--- config.mk ---
export PLATFORM = sky130hd
export DESIGN_NAME = pong_game_core
export DESIGN_NICKNAME = d
export VERILOG_FILES = /design/src/rtl/pong_game_core.sv
export SDC_FILE = /design/constraint.sdc
export NUM_CORES = 1
export LEC_CHECK = 0
export BUFFER_PORTS_ARGS = -buffer_cell sky130_fd_sc_hd__buf_2
export CAP_MARGIN = 20
export CORE_UTILIZATION = 58
export CTS_CLUSTER_DIAMETER = 150
export DETAILED_ROUTE_END_ITERATION = 8
export PLACE_DENSITY = 0.9
export REMOVE_ABC_BUFFERS = 1
export SYNTH_ARGS = -nofsm -noshare
export SYNTH_HDL_FRONTEND = slang
export SYNTH_SLANG_ARGS = --single-unit
--- constraint.sdc ---
create_clock -name clk -period 5.2 [get_ports clk]
set_clock_uncertainty 0.1 [all_clocks]
set_input_delay 0.52 -clock clk [delete_from_list [all_inputs] [get_ports clk]]
set_output_delay 0.52 -clock clk [all_outputs]
set_load 0.01 [all_outputs]
--- src/rtl/pong_game_core.sv ---
// pong_game_core: two-player pong engine with per-frame ball and paddle motion, scoring FSM and registered pixel enables.
// Build option: define PONG_SPEEDUP_EN so each paddle hit raises |vx| by one, capped at BALL_SPEED_MAX.
module pong_game_core #(
    parameter int COORD_W        = 11,
    parameter int ACTIVE_COLS    = 640,
    parameter int ACTIVE_ROWS    = 480,
    parameter int BALL_SIZE      = 8,
    parameter int PADDLE_W       = 8,
    parameter int PADDLE_H       = 64,
    parameter int PADDLE_MARGIN  = 16,
    parameter int PADDLE_STEP    = 4,
    parameter int BALL_SPEED     = 2,
    parameter int BALL_SPEED_MAX = 6,
    parameter int SCORE_W        = 4,
    parameter int WIN_SCORE      = 9,
    parameter int SERVE_FRAMES   = 60
) (
    input  logic               clk,
    input  logic               rst_n,
    input  logic               frame_tick,
    input  logic [COORD_W-1:0] row,
    input  logic [COORD_W-1:0] col,
    input  logic               p1_up,
    input  logic               p1_dn,
    input  logic               p2_up,
    input  logic               p2_dn,
    input  logic               start,
    output logic               ball_on,
    output logic               paddle_on,
    output logic               pixel_on,
    output logic [SCORE_W-1:0] score1,
    output logic [SCORE_W-1:0] score2,
    output logic [2:0]         state,
    output logic               game_over
);
    localparam logic [2:0] S_IDLE  = 3'd0;
    localparam logic [2:0] S_SERVE = 3'd1;
    localparam logic [2:0] S_PLAY  = 3'd2;
    localparam logic [2:0] S_POINT = 3'd3;
    localparam logic [2:0] S_OVER  = 3'd4;
    localparam int SC_W = $clog2(SERVE_FRAMES + 1);

    typedef logic signed [COORD_W:0] sc_t;
    localparam sc_t ZERO   = sc_t'(0);
    localparam sc_t BS     = sc_t'(BALL_SIZE);
    localparam sc_t PW     = sc_t'(PADDLE_W);
    localparam sc_t PH     = sc_t'(PADDLE_H);
    localparam sc_t PSTEP  = sc_t'(PADDLE_STEP);
    localparam sc_t SPD    = sc_t'(BALL_SPEED);
    localparam sc_t VX_MAX = sc_t'(BALL_SPEED_MAX);
    localparam sc_t COLS   = sc_t'(ACTIVE_COLS);
    localparam sc_t ROWS   = sc_t'(ACTIVE_ROWS);
    localparam sc_t BX0    = sc_t'((ACTIVE_COLS - BALL_SIZE) / 2);
    localparam sc_t BY0    = sc_t'((ACTIVE_ROWS - BALL_SIZE) / 2);
    localparam sc_t PY0    = sc_t'((ACTIVE_ROWS - PADDLE_H) / 2);
    localparam sc_t BX_MAX = sc_t'(ACTIVE_COLS - BALL_SIZE);
    localparam sc_t BY_MAX = sc_t'(ACTIVE_ROWS - BALL_SIZE);
    localparam sc_t PY_MAX = sc_t'(ACTIVE_ROWS - PADDLE_H);
    localparam sc_t P1_X   = sc_t'(PADDLE_MARGIN);
    localparam sc_t P2_X   = sc_t'(ACTIVE_COLS - PADDLE_MARGIN - PADDLE_W);
    localparam logic [SCORE_W-1:0] WIN_S      = SCORE_W'(WIN_SCORE);
    localparam logic [SC_W-1:0]    SERVE_LOAD = SC_W'(SERVE_FRAMES);
    localparam logic [SC_W-1:0]    SC_ONE     = SC_W'(1);
`ifdef PONG_SPEEDUP_EN
    localparam sc_t SPEED_INC = sc_t'(1);
`else
    localparam sc_t SPEED_INC = sc_t'(0);
`endif

    logic [2:0]         state_q, state_d;
    logic [SCORE_W-1:0] score1_q, score1_d, score2_q, score2_d;
    logic [COORD_W-1:0] bx_q, bx_d, by_q, by_d;
    sc_t                vx_q, vx_d, vy_q, vy_d;
    logic [COORD_W-1:0] pad_y_q [2];
    logic [COORD_W-1:0] pad_y_d [2];
    logic [SC_W-1:0]    serve_cnt_q, serve_cnt_d;
    logic               serve_pos_q, serve_pos_d;   // next serve heads toward +x
    logic               p1_scored_q, p1_scored_d;
    logic               ball_on_q, ball_on_d, paddle_on_q, paddle_on_d, pixel_on_q, pixel_on_d;

    sc_t bx_s, by_s, nx, ny, ny_res, vy_res, rc, rr, vx_mag, vx_hit;
    logic [1:0] pad_up, pad_dn, pad_ov, pad_cov;
    logic [COORD_W-1:0] pad_next [2];
    logic hit_p1, hit_p2, in_view;

    assign bx_s   = $signed({1'b0, bx_q});
    assign by_s   = $signed({1'b0, by_q});
    assign nx     = bx_s + vx_q;
    assign ny     = by_s + vy_q;
    assign rc     = $signed({1'b0, col});
    assign rr     = $signed({1'b0, row});
    assign pad_up = {p2_up, p1_up};
    assign pad_dn = {p2_dn, p1_dn};

    always_comb begin
        ny_res = ny;
        vy_res = vy_q;
        if (ny <= ZERO) begin
            ny_res = ZERO;
            vy_res = -vy_q;
        end else if (ny >= BY_MAX) begin
            ny_res = BY_MAX;
            vy_res = -vy_q;
        end
    end

    // Per-paddle next position, overlap with the ball's resolved row and raster coverage.
    for (genvar gi = 0; gi < 2; gi++) begin : g_pad
        localparam sc_t PX = (gi == 0) ? P1_X : P2_X;
        sc_t py, up_y, dn_y;
        assign py   = $signed({1'b0, pad_y_q[gi]});
        assign up_y = (py >= PSTEP) ? py - PSTEP : ZERO;
        assign dn_y = (py + PSTEP >= PY_MAX) ? PY_MAX : py + PSTEP;
        assign pad_next[gi] = (pad_up[gi] == pad_dn[gi]) ? pad_y_q[gi]
                            : pad_up[gi] ? up_y[COORD_W-1:0] : dn_y[COORD_W-1:0];
        assign pad_ov[gi]  = (ny_res < py + PH) && (ny_res + BS > py);
        assign pad_cov[gi] = (rc >= PX) && (rc < PX + PW) && (rr >= py) && (rr < py + PH);
    end

    always_comb begin
        in_view     = (rr < ROWS) && (rc < COLS);
        ball_on_d   = in_view && (state_q != S_IDLE) && (rc >= bx_s) && (rc < bx_s + BS)
                      && (rr >= by_s) && (rr < by_s + BS);
        paddle_on_d = in_view && (pad_cov != 2'b00);
        pixel_on_d  = ball_on_d || paddle_on_d;
    end

    always_comb begin
        state_d     = state_q;
        score1_d    = score1_q;
        score2_d    = score2_q;
        bx_d        = bx_q;
        by_d        = by_q;
        vx_d        = vx_q;
        vy_d        = vy_q;
        pad_y_d     = pad_y_q;
        serve_cnt_d = serve_cnt_q;
        serve_pos_d = serve_pos_q;
        p1_scored_d = p1_scored_q;
        vx_mag      = (vx_q < ZERO) ? -vx_q : vx_q;
        vx_hit      = ((SPEED_INC != ZERO) && (vx_mag >= VX_MAX)) ? VX_MAX : vx_mag + SPEED_INC;
        hit_p1      = (vx_q < ZERO) && (nx <= P1_X + PW) && (nx + BS > P1_X) && pad_ov[0];
        hit_p2      = (vx_q > ZERO) && (nx + BS >= P2_X) && (nx < P2_X + PW) && pad_ov[1];
        case (state_q)
            S_IDLE: begin
                if (start) begin
                    state_d     = S_SERVE;
                    serve_cnt_d = SERVE_LOAD;
                end
            end
            S_SERVE: begin
                if (frame_tick) begin
                    pad_y_d = pad_next;
                    bx_d    = BX0[COORD_W-1:0];
                    by_d    = BY0[COORD_W-1:0];
                    if (serve_cnt_q <= SC_ONE) begin
                        state_d     = S_PLAY;
                        serve_cnt_d = '0;
                        vx_d        = serve_pos_q ? SPD : -SPD;
                        vy_d        = SPD;
                    end else begin
                        serve_cnt_d = serve_cnt_q - 1'b1;
                    end
                end
            end
            S_PLAY: begin
                if (frame_tick) begin
                    pad_y_d = pad_next;
                    // Paddle returns take precedence over the edge-miss test.
                    if (hit_p1 || hit_p2) begin
                        bx_d = hit_p1 ? P1_X[COORD_W-1:0] + PW[COORD_W-1:0]
                                      : P2_X[COORD_W-1:0] - BS[COORD_W-1:0];
                        vx_d = hit_p1 ? vx_hit : -vx_hit;
                        by_d = ny_res[COORD_W-1:0];
                        vy_d = vy_res;
                    end else if (nx <= ZERO || nx >= BX_MAX) begin
                        state_d     = S_POINT;
                        p1_scored_d = (nx >= BX_MAX);
                    end else begin
                        bx_d = nx[COORD_W-1:0];
                        by_d = ny_res[COORD_W-1:0];
                        vy_d = vy_res;
                    end
                end
            end
            S_POINT: begin
                if (p1_scored_q && score1_q != WIN_S) score1_d = score1_q + 1'b1;
                if (!p1_scored_q && score2_q != WIN_S) score2_d = score2_q + 1'b1;
                if (score1_d == WIN_S || score2_d == WIN_S) begin
                    state_d = S_OVER;
                end else begin
                    state_d     = S_SERVE;
                    serve_cnt_d = SERVE_LOAD;
                    serve_pos_d = p1_scored_q;
                    bx_d        = BX0[COORD_W-1:0];
                    by_d        = BY0[COORD_W-1:0];
                end
            end
            S_OVER: begin
                if (start) begin
                    state_d     = S_SERVE;
                    score1_d    = '0;
                    score2_d    = '0;
                    serve_cnt_d = SERVE_LOAD;
                    serve_pos_d = 1'b1;
                    bx_d        = BX0[COORD_W-1:0];
                    by_d        = BY0[COORD_W-1:0];
                end
            end
            default: state_d = S_IDLE;
        endcase
    end

    always_ff @(posedge clk) begin
        if (!rst_n) begin
            state_q     <= S_IDLE;
            score1_q    <= '0;
            score2_q    <= '0;
            bx_q        <= BX0[COORD_W-1:0];
            by_q        <= BY0[COORD_W-1:0];
            vx_q        <= SPD;
            vy_q        <= SPD;
            pad_y_q[0]  <= PY0[COORD_W-1:0];
            pad_y_q[1]  <= PY0[COORD_W-1:0];
            serve_cnt_q <= '0;
            serve_pos_q <= 1'b1;
            p1_scored_q <= 1'b0;
            ball_on_q   <= 1'b0;
            paddle_on_q <= 1'b0;
            pixel_on_q  <= 1'b0;
        end else begin
            state_q     <= state_d;
            score1_q    <= score1_d;
            score2_q    <= score2_d;
            bx_q        <= bx_d;
            by_q        <= by_d;
            vx_q        <= vx_d;
            vy_q        <= vy_d;
            pad_y_q     <= pad_y_d;
            serve_cnt_q <= serve_cnt_d;
            serve_pos_q <= serve_pos_d;
            p1_scored_q <= p1_scored_d;
            ball_on_q   <= ball_on_d;
            paddle_on_q <= paddle_on_d;
            pixel_on_q  <= pixel_on_d;
        end
    end

    assign ball_on   = ball_on_q;
    assign paddle_on = paddle_on_q;
    assign pixel_on  = pixel_on_q;
    assign score1    = score1_q;
    assign score2    = score2_q;
    assign state     = state_q;
    assign game_over = (state_q == S_OVER);
endmodule

==> impl_metrics.tcl <==
set metrics [dict create \
    yosys.area.top_type "ha_1" \
    die_area_um2 17100 \
    async_flop_share_pct 0 \
    htreeDepth 3 \
    numClockSinks 84 \
    min_period_ns 5.81 \
    chipWidth_um 131 \
    cpLargestDelayFamily "compound AO/OA/AOI/OAI gates" \
    antenna_found_initial 0 \
    fin_area_um2 11700 \
    fill_cells 1096 \
    overflow 0 \
    clkTransAtPathRegs_ns 0.07 \
    worst_slew_pin_slew_ns 1.47 \
    r2r_end "bx_q[5]" \
    port_buffers 44 \
    finish.utilization_pct 72.9 \
    rr_startpoint "by_q[8]" \
    cts_tree "yes" \
    final_nets 1535 \
    num_io_pins 45 \
    crit_path_max_incr_delay_ns 0.64 \
    required_ns 5.35 \
    drtIter0Drc 1212 \
    yosysTopAreaCellShare_pct 19.5 \
    syn_to_final_growth_pct 21.5 \
    crit_path_start_kind "register" \
    endpoint "bx_q[5]" \
    arrival_ns 5.96 \
    fmax_mhz 172 \
    path_depth 25 \
    finalCritPeriodShare_pct 112 \
    finalHoldViolations 0 \
    totalWireLength_mm 32.8 \
    path_buf_inv 7 \
    route.detailed.drc 1 \
    critical_path_class "register to register" \
    num_antenna_cells 0 \
    grt_first_pass_wirelength_mm 48.4 \
    rows 46 \
    clock_latency_ns 0.37 \
    cpMaxStageDelayCell "a21oi_1" \
    vias_per_cell 6.97 \
    power_density_nw_per_um2 292 \
    place_area_um2 10700 \
    vdd_drop_max_uv 189 \
    ys_warn_count 0 \
    crit_top_cell "buf_4" \
    outcome "complete, but fails checks" \
    ys.flop_type "dfxtp_1" \
    leakage_nw 4.92 \
    reg2regPathDepth 25 \
    clock_path_buffers 2 \
    cts_root_buf "clkbuf_16" \
    setup_slack_ns -0.610 \
    seq_area_frac_synth_pct 17.4 \
    ys_ff_latch 84 \
    final_max_slew_viol_count 0 \
    synth_top_cells_by_area "ha_1 19%, dfxtp_1 17%, a21oi_1 4.6%" \
    syn_avg_cell_area_um2 7.86 \
    core-area_um2 16100 \
    gp_congestion 0.956 \
    cp_max_fo 11 \
    num_vias 11000 \
    die_h_um 131 \
    synth_cell_types 96 \
    syn_area_um2 9640 \
    cp-end-kind "register" \
    reg2reg_setup_slack_ns -0.61 \
    worstHoldPathType "input pin to register" \
    cts_buffers 9 \
    finalSetupTns_ns -21.49 \
    final_antenna_net_count 0 \
    grt_usage_pct 35.8 \
    power_mw 3.42 \
    rsz0062_at_grt "true" \
    dp_hpwl_mm 21.7 \
    drv_cap 1 \
    synth_edf_count 0 \
    first_global_vias 10200 \
    grt_max_degree 35 \
    failed_checks "design-rule violations, max-capacitance violations, negative setup slack" \
    wl_per_cell_um 20.9 \
    start_util_pct 60.0 \
    max_slew_margin_pct 1.03 \
    setup_viol 44 \
    worstSetupStartpoint "by_q[8]" \
    dp_slack_ns -0.517 \
    syn_inst 1227 \
    first_pass_iters 8 \
    drive_above_1_share_pct 21.0 \
]
report_power, final:
part	switching [mW]	leakage [nW]	internal (mW)	total, mW
Combinational	1.14	4.10	0.878	2.02
Sequential	0.0741	0.681	0.685	0.760
Clock	0.301	0.132	0.338	0.640
Total	1.51	4.92	1.90	3.42
stage by stage:
step / cells / hold slack, ns
after floorplan: 1193 / 0.329
after global placement: 1543 / 0.361
after detailed placement: 1543 / 0.374
after CTS: 1570 / 0.382
after global routing: 1574 / 0.410
final: 1574 / 0.390
kinds of logic after synthesis:
group / Yosys count / share of synthesized area, %
XOR/XNOR: 55 / 5.41
adder cells (fa/ha/maj): 151 / 19.7
multiplexers: 12 / 1.31
flip-flops: 84 / 17.4
AO/OA/AOI/OAI: 404 / 29.3
buffers and inverters: 134 / 5.65
other: 1 / 0.0389
AND/OR/NAND/NOR: 386 / 21.2
cell usage after synthesis, types with 17 or more instances:
| library cell | count |
|---|---|
| a21oi_1 | 89 |
| clkbuf_1 | 31 |
| dfxtp_1 | 84 |
| ha_1 | 150 |
| inv_1 | 84 |
| nand2_1 | 63 |
| nand3_1 | 47 |
| nand4_1 | 21 |
| nor2_1 | 80 |
| nor3_1 | 46 |
| o21a_1 | 35 |
| o21ai_0 | 77 |
| xnor2_1 | 35 |
| xor2_1 | 17 |
cells in the final DEF (no fill, tap or decap), types with 8 or more instances in the layout:
master     instances
and3_1            10
a21oi_2           12
inv_1             82
nor2_1            77
ha_1             139
or4_1              8
nand2b_1          16
nor2b_1           14
o21a_1            32
o21ai_1           12
a21o_1            16
dfxtp_1           82
a311oi_1          10
conb_1            11
buf_4             91
xor2_1            16
clkbuf_16         10
buf_6             11
a21oi_1           76
a211oi_1          15
buf_2             44
o21ai_0           67
nand4_1           21
or3_1             11
xnor2_1           34
o211ai_1          10
o22ai_1            8
nand2_1           60
nor3_1            45
and2_1            10
a31oi_1           13
nor4_1            15
nand3_1           44
layout make-up:
type,instances,area (µm²),area share (%)
clock buffer,11,243,2.07
inverter,90,338,2.89
timing repair buffer,150,1110,9.52
clock inverter,4,33.8,0.289
multi-input combinational,1019,8030,68.5
tap,216,270,2.31
sequential,84,1680,14.4
worst register-to-register path: cells and delay by family, from the launching register on:
| kind | cells | cell delay [ns] |
|---|---|---|
| compound gates | 11 | 2.63 |
| buf+inv | 7 | 1.07 |
| simple gates | 5 | 0.93 |
| fa+ha+maj | 2 | 0.63 |
| flops | 1 | 0.34 |
state kept, by name, indices dropped and copies added (netlist names), 3 cells and up:
signal	count
bx_q	11
by_q	11
g_pad.py	18
score1	4
score2	4
serve_cnt_q	6
state	3
vx_q	11
vy_q	11
how the worst min path moves through the flow:
stage	startpoint	to	slack (ns)	depth (start not counted)
2_1_floorplan	bx_q[0]	bx_q[0]	0.33	2
5_1_grt	frame_tick	p1_scored_q	0.41	2
6_report	start	state[0]	0.39	3
3_3_place_gp	by_q[0]	by_q[0]	0.36	1
3_5_place_dp	by_q[0]	by_q[0]	0.37	1
4_1_cts	frame_tick	p1_scored_q	0.38	2
layer usage:
metal / GRT usage [%] / up-vias / part of all wire [%]
met5: 0 / - / 0
met4: 22.0 / 0 / 6.8
met3: 6.96 / 237 / 9.6
met2: 60.9 / 751 / 46
met1: 41.3 / 5089 / 37
li1: - / 4889 / -
what timing repair did:
action / 4_1_cts / 5_1_grt
cloned: 2 / 1
endpoints found under the setup margin: 44 / 44
resized for setup: 42 / 88
pin swaps: 16 / 28
buffers inserted: 10 / 6
hold buffers: 0 / 0
Note: power is estimated with default switching activity, not from simulation.
